[src/rtl/tl_d_pkg.sv]
// tl_d_pkg: TileLink D-channel opcodes and beat-count helpers shared by the channel arbiters.
package tl_d_pkg;
  localparam logic [2:0] ACCESS_ACK      = 3'd0;
  localparam logic [2:0] ACCESS_ACK_DATA = 3'd1;
  localparam logic [2:0] GRANT           = 3'd4;
  localparam logic [2:0] GRANT_DATA      = 3'd5;
  localparam logic [2:0] RELEASE_ACK     = 3'd6;
  localparam int TL_DATA_BYTES = 8;

  function automatic logic has_data(input logic [2:0] opcode);
    return opcode == ACCESS_ACK_DATA || opcode == GRANT_DATA;
  endfunction

  // Oversized data messages are clamped to max_size rather than rejected.
  function automatic int num_beats(input logic [2:0] opcode, input logic [2:0] size, input int max_size);
    int s;
    s = (int'(size) > max_size) ? max_size : int'(size);
    return (has_data(opcode) && s > 3) ? (1 << (s - 3)) : 1;
  endfunction
endpackage

[src/rtl/rr_pick.sv]
// rr_pick: round-robin priority encoder; first set req bit at or above ptr, wrapping.
module rr_pick #(
  parameter int N  = 2,
  parameter int IW = $clog2(N)
) (
  input  logic [N-1:0]  req,
  input  logic [IW-1:0] ptr,
  output logic [N-1:0]  grant,
  output logic [IW-1:0] idx
);
  always_comb begin
    idx = '0;
    for (int k = N - 1; k >= 0; k--)
      if (req[(int'(ptr) + k) % N]) idx = IW'((int'(ptr) + k) % N);
    grant = (|req) ? (N'(1) << idx) : '0;
  end
endmodule

[src/rtl/tl_d_channel_arbiter.sv]
// tl_d_channel_arbiter: round-robin TileLink D-channel arbiter that locks the grant for multi-beat bursts.
// Defining TL_D_ARB_PERF_EN adds per-requester message counters and a lock-stall counter.
module tl_d_channel_arbiter
  import tl_d_pkg::*;
#(
  parameter int N_REQ    = 2,
  parameter int SOURCE_W = 6,
  parameter int SINK_W   = 3,
  parameter int MAX_SIZE = 6
) (
  input  logic                       clock,
  input  logic                       reset,
  input  logic [N_REQ-1:0]           in_valid,
  output logic [N_REQ-1:0]           in_ready,
  input  logic [3*N_REQ-1:0]         in_opcode,
  input  logic [2*N_REQ-1:0]         in_param,
  input  logic [3*N_REQ-1:0]         in_size,
  input  logic [SOURCE_W*N_REQ-1:0]  in_source,
  input  logic [SINK_W*N_REQ-1:0]    in_sink,
  input  logic [N_REQ-1:0]           in_denied,
  input  logic [64*N_REQ-1:0]        in_data,
  input  logic [N_REQ-1:0]           in_corrupt,
  input  logic                       out_ready,
  output logic                       out_valid,
  output logic [2:0]                 out_opcode,
  output logic [1:0]                 out_param,
  output logic [2:0]                 out_size,
  output logic [SOURCE_W-1:0]        out_source,
  output logic [SINK_W-1:0]          out_sink,
  output logic                       out_denied,
  output logic [63:0]                out_data,
  output logic                       out_corrupt,
  output logic [N_REQ-1:0]           out_grant
`ifdef TL_D_ARB_PERF_EN
  ,
  output logic [16*N_REQ-1:0]        perf_grant_cnt,
  output logic [15:0]                perf_lock_stall
`endif
);
  localparam int IW = $clog2(N_REQ);
  localparam int BW = (MAX_SIZE > 3) ? MAX_SIZE - 3 : 1;

  logic [IW-1:0]    r_rr_ptr, r_lock_id;
  logic             r_locked;
  logic [BW-1:0]    r_beats_left;
  logic [N_REQ-1:0] w_req, w_pick_grant;
  logic [IW-1:0]    w_idx, w_next;
  logic             w_acc, w_last;
  int               w_cnt;

  // While locked only the owner may compete, so a stalled owner yields no grant at all.
  assign w_req = r_locked ? (in_valid & (N_REQ'(1) << r_lock_id)) : in_valid;

  rr_pick #(.N(N_REQ), .IW(IW)) u_pick (
    .req  (w_req),
    .ptr  (r_rr_ptr),
    .grant(w_pick_grant),
    .idx  (w_idx)
  );

  assign out_grant   = reset ? '0 : w_pick_grant;
  assign out_valid   = |out_grant;
  assign in_ready    = out_ready ? out_grant : '0;
  assign w_acc       = out_valid & out_ready;
  assign out_opcode  = in_opcode[3*w_idx +: 3];
  assign out_param   = in_param[2*w_idx +: 2];
  assign out_size    = in_size[3*w_idx +: 3];
  assign out_source  = in_source[SOURCE_W*w_idx +: SOURCE_W];
  assign out_sink    = in_sink[SINK_W*w_idx +: SINK_W];
  assign out_denied  = in_denied[w_idx];
  assign out_data    = in_data[64*w_idx +: 64];
  assign out_corrupt = in_corrupt[w_idx];
  assign w_cnt       = num_beats(out_opcode, out_size, MAX_SIZE);
  assign w_last      = w_acc & (r_locked ? r_beats_left == BW'(1) : w_cnt == 1);
  assign w_next      = (w_idx == IW'(N_REQ - 1)) ? '0 : w_idx + 1'b1;

  always_ff @(posedge clock or posedge reset)
    if (reset) begin
      r_rr_ptr     <= '0;
      r_locked     <= 1'b0;
      r_lock_id    <= '0;
      r_beats_left <= '0;
    end else if (w_acc) begin
      if (r_locked) r_beats_left <= r_beats_left - 1'b1;
      else if (w_cnt > 1) begin
        r_locked     <= 1'b1;
        r_lock_id    <= w_idx;
        r_beats_left <= BW'(w_cnt - 1);
      end
      if (w_last) begin
        r_locked <= 1'b0;
        r_rr_ptr <= w_next;
      end
    end

`ifdef TL_D_ARB_PERF_EN
  logic [16*N_REQ-1:0] r_grant_cnt;
  logic [15:0]         r_lock_stall;

  always_ff @(posedge clock or posedge reset)
    if (reset) begin
      r_grant_cnt  <= '0;
      r_lock_stall <= '0;
    end else begin
      if (w_last) r_grant_cnt[16*w_idx +: 16] <= r_grant_cnt[16*w_idx +: 16] + 16'd1;
      if (r_locked && out_ready && !in_valid[r_lock_id] && r_lock_stall != 16'hFFFF)
        r_lock_stall <= r_lock_stall + 16'd1;
    end

  assign perf_grant_cnt  = r_grant_cnt;
  assign perf_lock_stall = r_lock_stall;
`endif
endmodule
[config.mk]
export PLATFORM = sky130hd
export DESIGN_NAME = tl_d_channel_arbiter
export DESIGN_NICKNAME = d
export VERILOG_FILES = /design/src/rtl/tl_d_pkg.sv /design/src/rtl/rr_pick.sv /design/src/rtl/tl_d_channel_arbiter.sv
export SDC_FILE = /design/constraint.sdc
export NUM_CORES = 1
export LEC_CHECK = 0
export ABC_CLOCK_PERIOD_IN_PS = 4150
export CORE_AREA = 4 4 97 99
export CTS_CLUSTER_SIZE = 30
export DETAILED_ROUTE_END_ITERATION = 6
export DIE_AREA = 0 0 101 103
export PLACE_DENSITY_LB_ADDON = 0.25
export SYNTH_ARGS = -nofsm -noshare
export SYNTH_HDL_FRONTEND = slang
export SYNTH_HIERARCHICAL = 1
export SYNTH_SLANG_ARGS = --single-unit
export TNS_END_PERCENT = 50
[constraint.sdc]
create_clock -name clock -period 4.15 [get_ports clock]
set_input_delay 1.245 -clock clock [delete_from_list [all_inputs] [get_ports clock]]
set_output_delay 1.245 -clock clock [all_outputs]
set_load 0.05 [all_outputs]
==> results of run 1 <==
-- per-stage QoR --
stage / hold slack [ps] / setup WS, ps / total power [mW] / util
finish: 534.2 / 81.64 / 2.235 / 0.5702
global route: 556.6 / 5.803 / 2.332 / 0.5702
CTS: 541.1 / 68.56 / 2.253 / 0.5702
detailed placement: 529.6 / -357.7 / 1.878 / 0.5114
global placement: 537.7 / -254.2 / 1.864 / 0.5114
floorplan: 504.6 / -66.94 / 1.258 / -
-- cell usage after synthesis (all sizes together) (2+ instances only) --
library cell  number  area share
nor3               3      0.0092
o31ai              2      0.0092
nand3              4       0.012
a21oi              2      0.0062
o21ai              3      0.0092
nand2              7       0.021
nor2               4      0.0092
ha                 5       0.039
buf                8       0.029
clkbuf             2      0.0046
nor2b              3       0.012
dfrtp              6       0.092
and2               2      0.0077
inv                9       0.021
a21boi             4       0.018
mux2              82        0.57
nand2b             5       0.024
-- cells by family (layout without fill, tap and decap cells) --
group | Yosys count | count (layout)
muxes | 83 | 83
and+or+nand+nor | 33 | 33
AOI/OAI and AO/OA | 20 | 20
buffers and inverters | 19 | 303
DFF | 6 | 6
adders and majority gates | 5 | 5
xor gates and xnor gates | 1 | 1
-- registers in the layout, indices dropped and copies added (netlist names) --
register / cells
r_beats_left: 3
r_lock_id: 1
r_locked: 1
r_rr_ptr: 1
-- power groups by stage --
| stage | registers, mW | logic, mW | clock network, mW |
|---|---|---|---|
| final | 0.117 | 2.03 | 0.0875 |
| after global routing | 0.121 | 2.12 | 0.0925 |
| after CTS | 0.117 | 2.05 | 0.0896 |
| after detailed placement | 0.113 | 1.76 | 0 |
| after global placement | 0.113 | 1.75 | 0 |
| after floorplan | 0.104 | 1.15 | 0 |
-- final timing paths --
| path | startpoint | endpoint | slack, ps |
|---|---|---|---|
| setup / recovery | in_valid[0] | out_data[18] | 80 |
| hold / removal | r_beats_left[1] | r_beats_left[1] | 530 |
| setup reg to reg | r_locked | r_lock_id | 610 |
| hold reg to reg | r_beats_left[1] | r_beats_left[1] | 530 |
| max in group asynchronous | reset | r_beats_left[1] | 2600 |
| min in group asynchronous | reset | r_lock_id | 1340 |
-- final cells by class --
cell class                      count  area [um^2]  share of cell area
Sequential cell                     6        150.1             0.03079
Tap cell                          108        135.1             0.02771
Timing Repair Buffer              291         3077              0.6310
Clock buffer                        3        41.29            0.008468
Inverter                            9        33.78            0.006928
Multi-Input combinational cell    142         1439              0.2951
-- metal layers --
metal / GRT usage / up-vias / wire [um]
li1: - / 1194 / -
met1: 0.1822 / 1122 / 3289
met2: 0.3225 / 105 / 5407
met3: 0.06901 / 16 / 945
met4: 0.03272 / 2 / 188
met5: 0 / - / 13
-- critical path: stages --
cell           delay (ps)
dlygate4sd2_1         230
a21boi_4              140
a21boi_4              210
buf_6                 120
buf_12                110
bufbuf_16             260
mux2_2                340
buf_6                 160
-- what timing repair did --
| item | CTS | global route |
|---|---|---|
| setup buffers | 11 | 0 |
| gates resized for setup | 59 | 0 |
| setup endpoints to repair | 83 | 0 |
==> results.yml, run 1 <==
outcome:
  status: "finished clean"
routing:
  routed_via_density: 4.363
  antenna_left: 0
  via_count: 2439
  routedWlPerCell_um: 17.61
  dr.first_iter.drc_count: 28
  drt_wl_total_um: 9844
  drt-pass1-iter-count: 4
  drcViolationCount: 0
sta:
  slew_viol_final: 0
  worstMarginPinSlew_ps: 640.3
  maxSlewHeadroom: 0.5712
  post-route-min-period_ps: 4068
  fin_crit_sh: 0.9803
  skew_ps: 2.879
  tns_ps: 0
  final_hold_viol_count: 0
  fmax_mhz: 245.8
  setup_viol: 0
  rsz0062_at_grt: "no"
worst_setup_path:
  critical_path_class: "input pin to output port"
  r2r_cells: 16
  cp.required_ps: 2900
  arrival_ps: 2820
  end_kind: "output port"
  path_max_fanout: 6
  crit_path_start_kind: "input pin"
cells_and_area:
  drive_gt1_frac: 0.4878
  n_fill_cell: 766
  layout_common_cells: "clkdlybuf4s50_1, mux2_2, buf_4"
  fin_cells: 559
  n_antenna_cell: 0
  final_common_cell: "clkdlybuf4s50_1"
  area.growth.synth_to_final_pct: 200.2
  design_area_um2: 4876
  nNetsFinal: 629
global_routing:
  overflow: 0
  grt_pass1_wl_um: 13780
  grt_usage: 0.1718
  grt_max_degree: 16
  grt_pass1_vias: 2605
  antenna_found_initial: 1
placement:
  io_buffers: 258
  gp_congestion: 0.7527
  place_area_um2: 4373
  placed_cells: 542
  hpwlAfterDp_um: 8666
synthesis:
  postSynthAreaPerCell_um2: 9.725
  async_reset_ff_frac: 1.000
  synth_warnings: 6
  syn-num-nets: 343
  ys_types: 39
  synth_edf_count: 0
  synthCells: 167
  synthSimpleGateAreaFrac: 0.1202
  ys_ff_latch: 6
  synth_xor_area_frac: 0.005393
  yosys-mux-area-fraction: 0.5794
  synth_compound_area_frac: 0.1102
  yosysSeqAreaShare: 0.09245
  yosys.area_share.adder: 0.03852
  synth_ff_type: "dfrtp_1"
  synth_top_family_by_area: "multiplexers"
  syn_area_um2: 1624
clock_tree:
  cts_buffers: 3
  hold_buffers: 0
  clk_latency_ps: 230
  path_clk_slew_ps: 30
  cts_tree: "built"
  clkSinkCount: 6
  cts_root_buffer: "clkbuf_8"
  cts.path.max_buffers: 2
  htreeDepth: 1
power:
  power.share.combinational: 0.908
  p_leak_nw: 2.059
  seq_power_share: 0.053
  netSwitchingFraction: 0.5007
  cellPowerDensity_nw_per_um2: 458.3
  intPower_mw: 1.116
  max-vdd-ir-drop_uv: 221.8
  p_clk_frac: 0.039
  netSwitchingPower_mw: 1.119
run:
  cap_viol_max_count: 0
hold_path:
  min_path_cells: 1
  hp-class: "register to register"
die:
  die_area_um2: 10400
  rows: 34
  die_h_um: 103
  start_util: 0.1899
  io_pins: 259
  die_x_um: 101
  coreArea_um2: 8551
(Power assumes the default switching activity.)
==> run 2: changes to the inputs <==
--- a/config.mk
+++ b/config.mk
@@ -7,6 +7,7 @@
 export LEC_CHECK = 0
 export ABC_CLOCK_PERIOD_IN_PS = 4150
 export CORE_AREA = 4 4 97 99
+export CTS_BUF_LIST = sky130_fd_sc_hd__clkbuf_4 sky130_fd_sc_hd__clkbuf_8
 export CTS_CLUSTER_SIZE = 30
 export DETAILED_ROUTE_END_ITERATION = 6
 export DIE_AREA = 0 0 101 103
==> results of run 2 <==
Final layout, timing and power as in run 1 (identical DEF).
==> run 3: changes to the inputs <==
--- a/config.mk
+++ b/config.mk
@@ -6,6 +6,7 @@
 export NUM_CORES = 1
 export LEC_CHECK = 0
 export ABC_CLOCK_PERIOD_IN_PS = 4150
+export CAP_MARGIN = 30
 export CORE_AREA = 4 4 97 99
 export CTS_BUF_LIST = sky130_fd_sc_hd__clkbuf_4 sky130_fd_sc_hd__clkbuf_8
 export CTS_CLUSTER_SIZE = 30
==> results of run 3 <==
Final layout, timing and power as in run 1 (identical DEF).
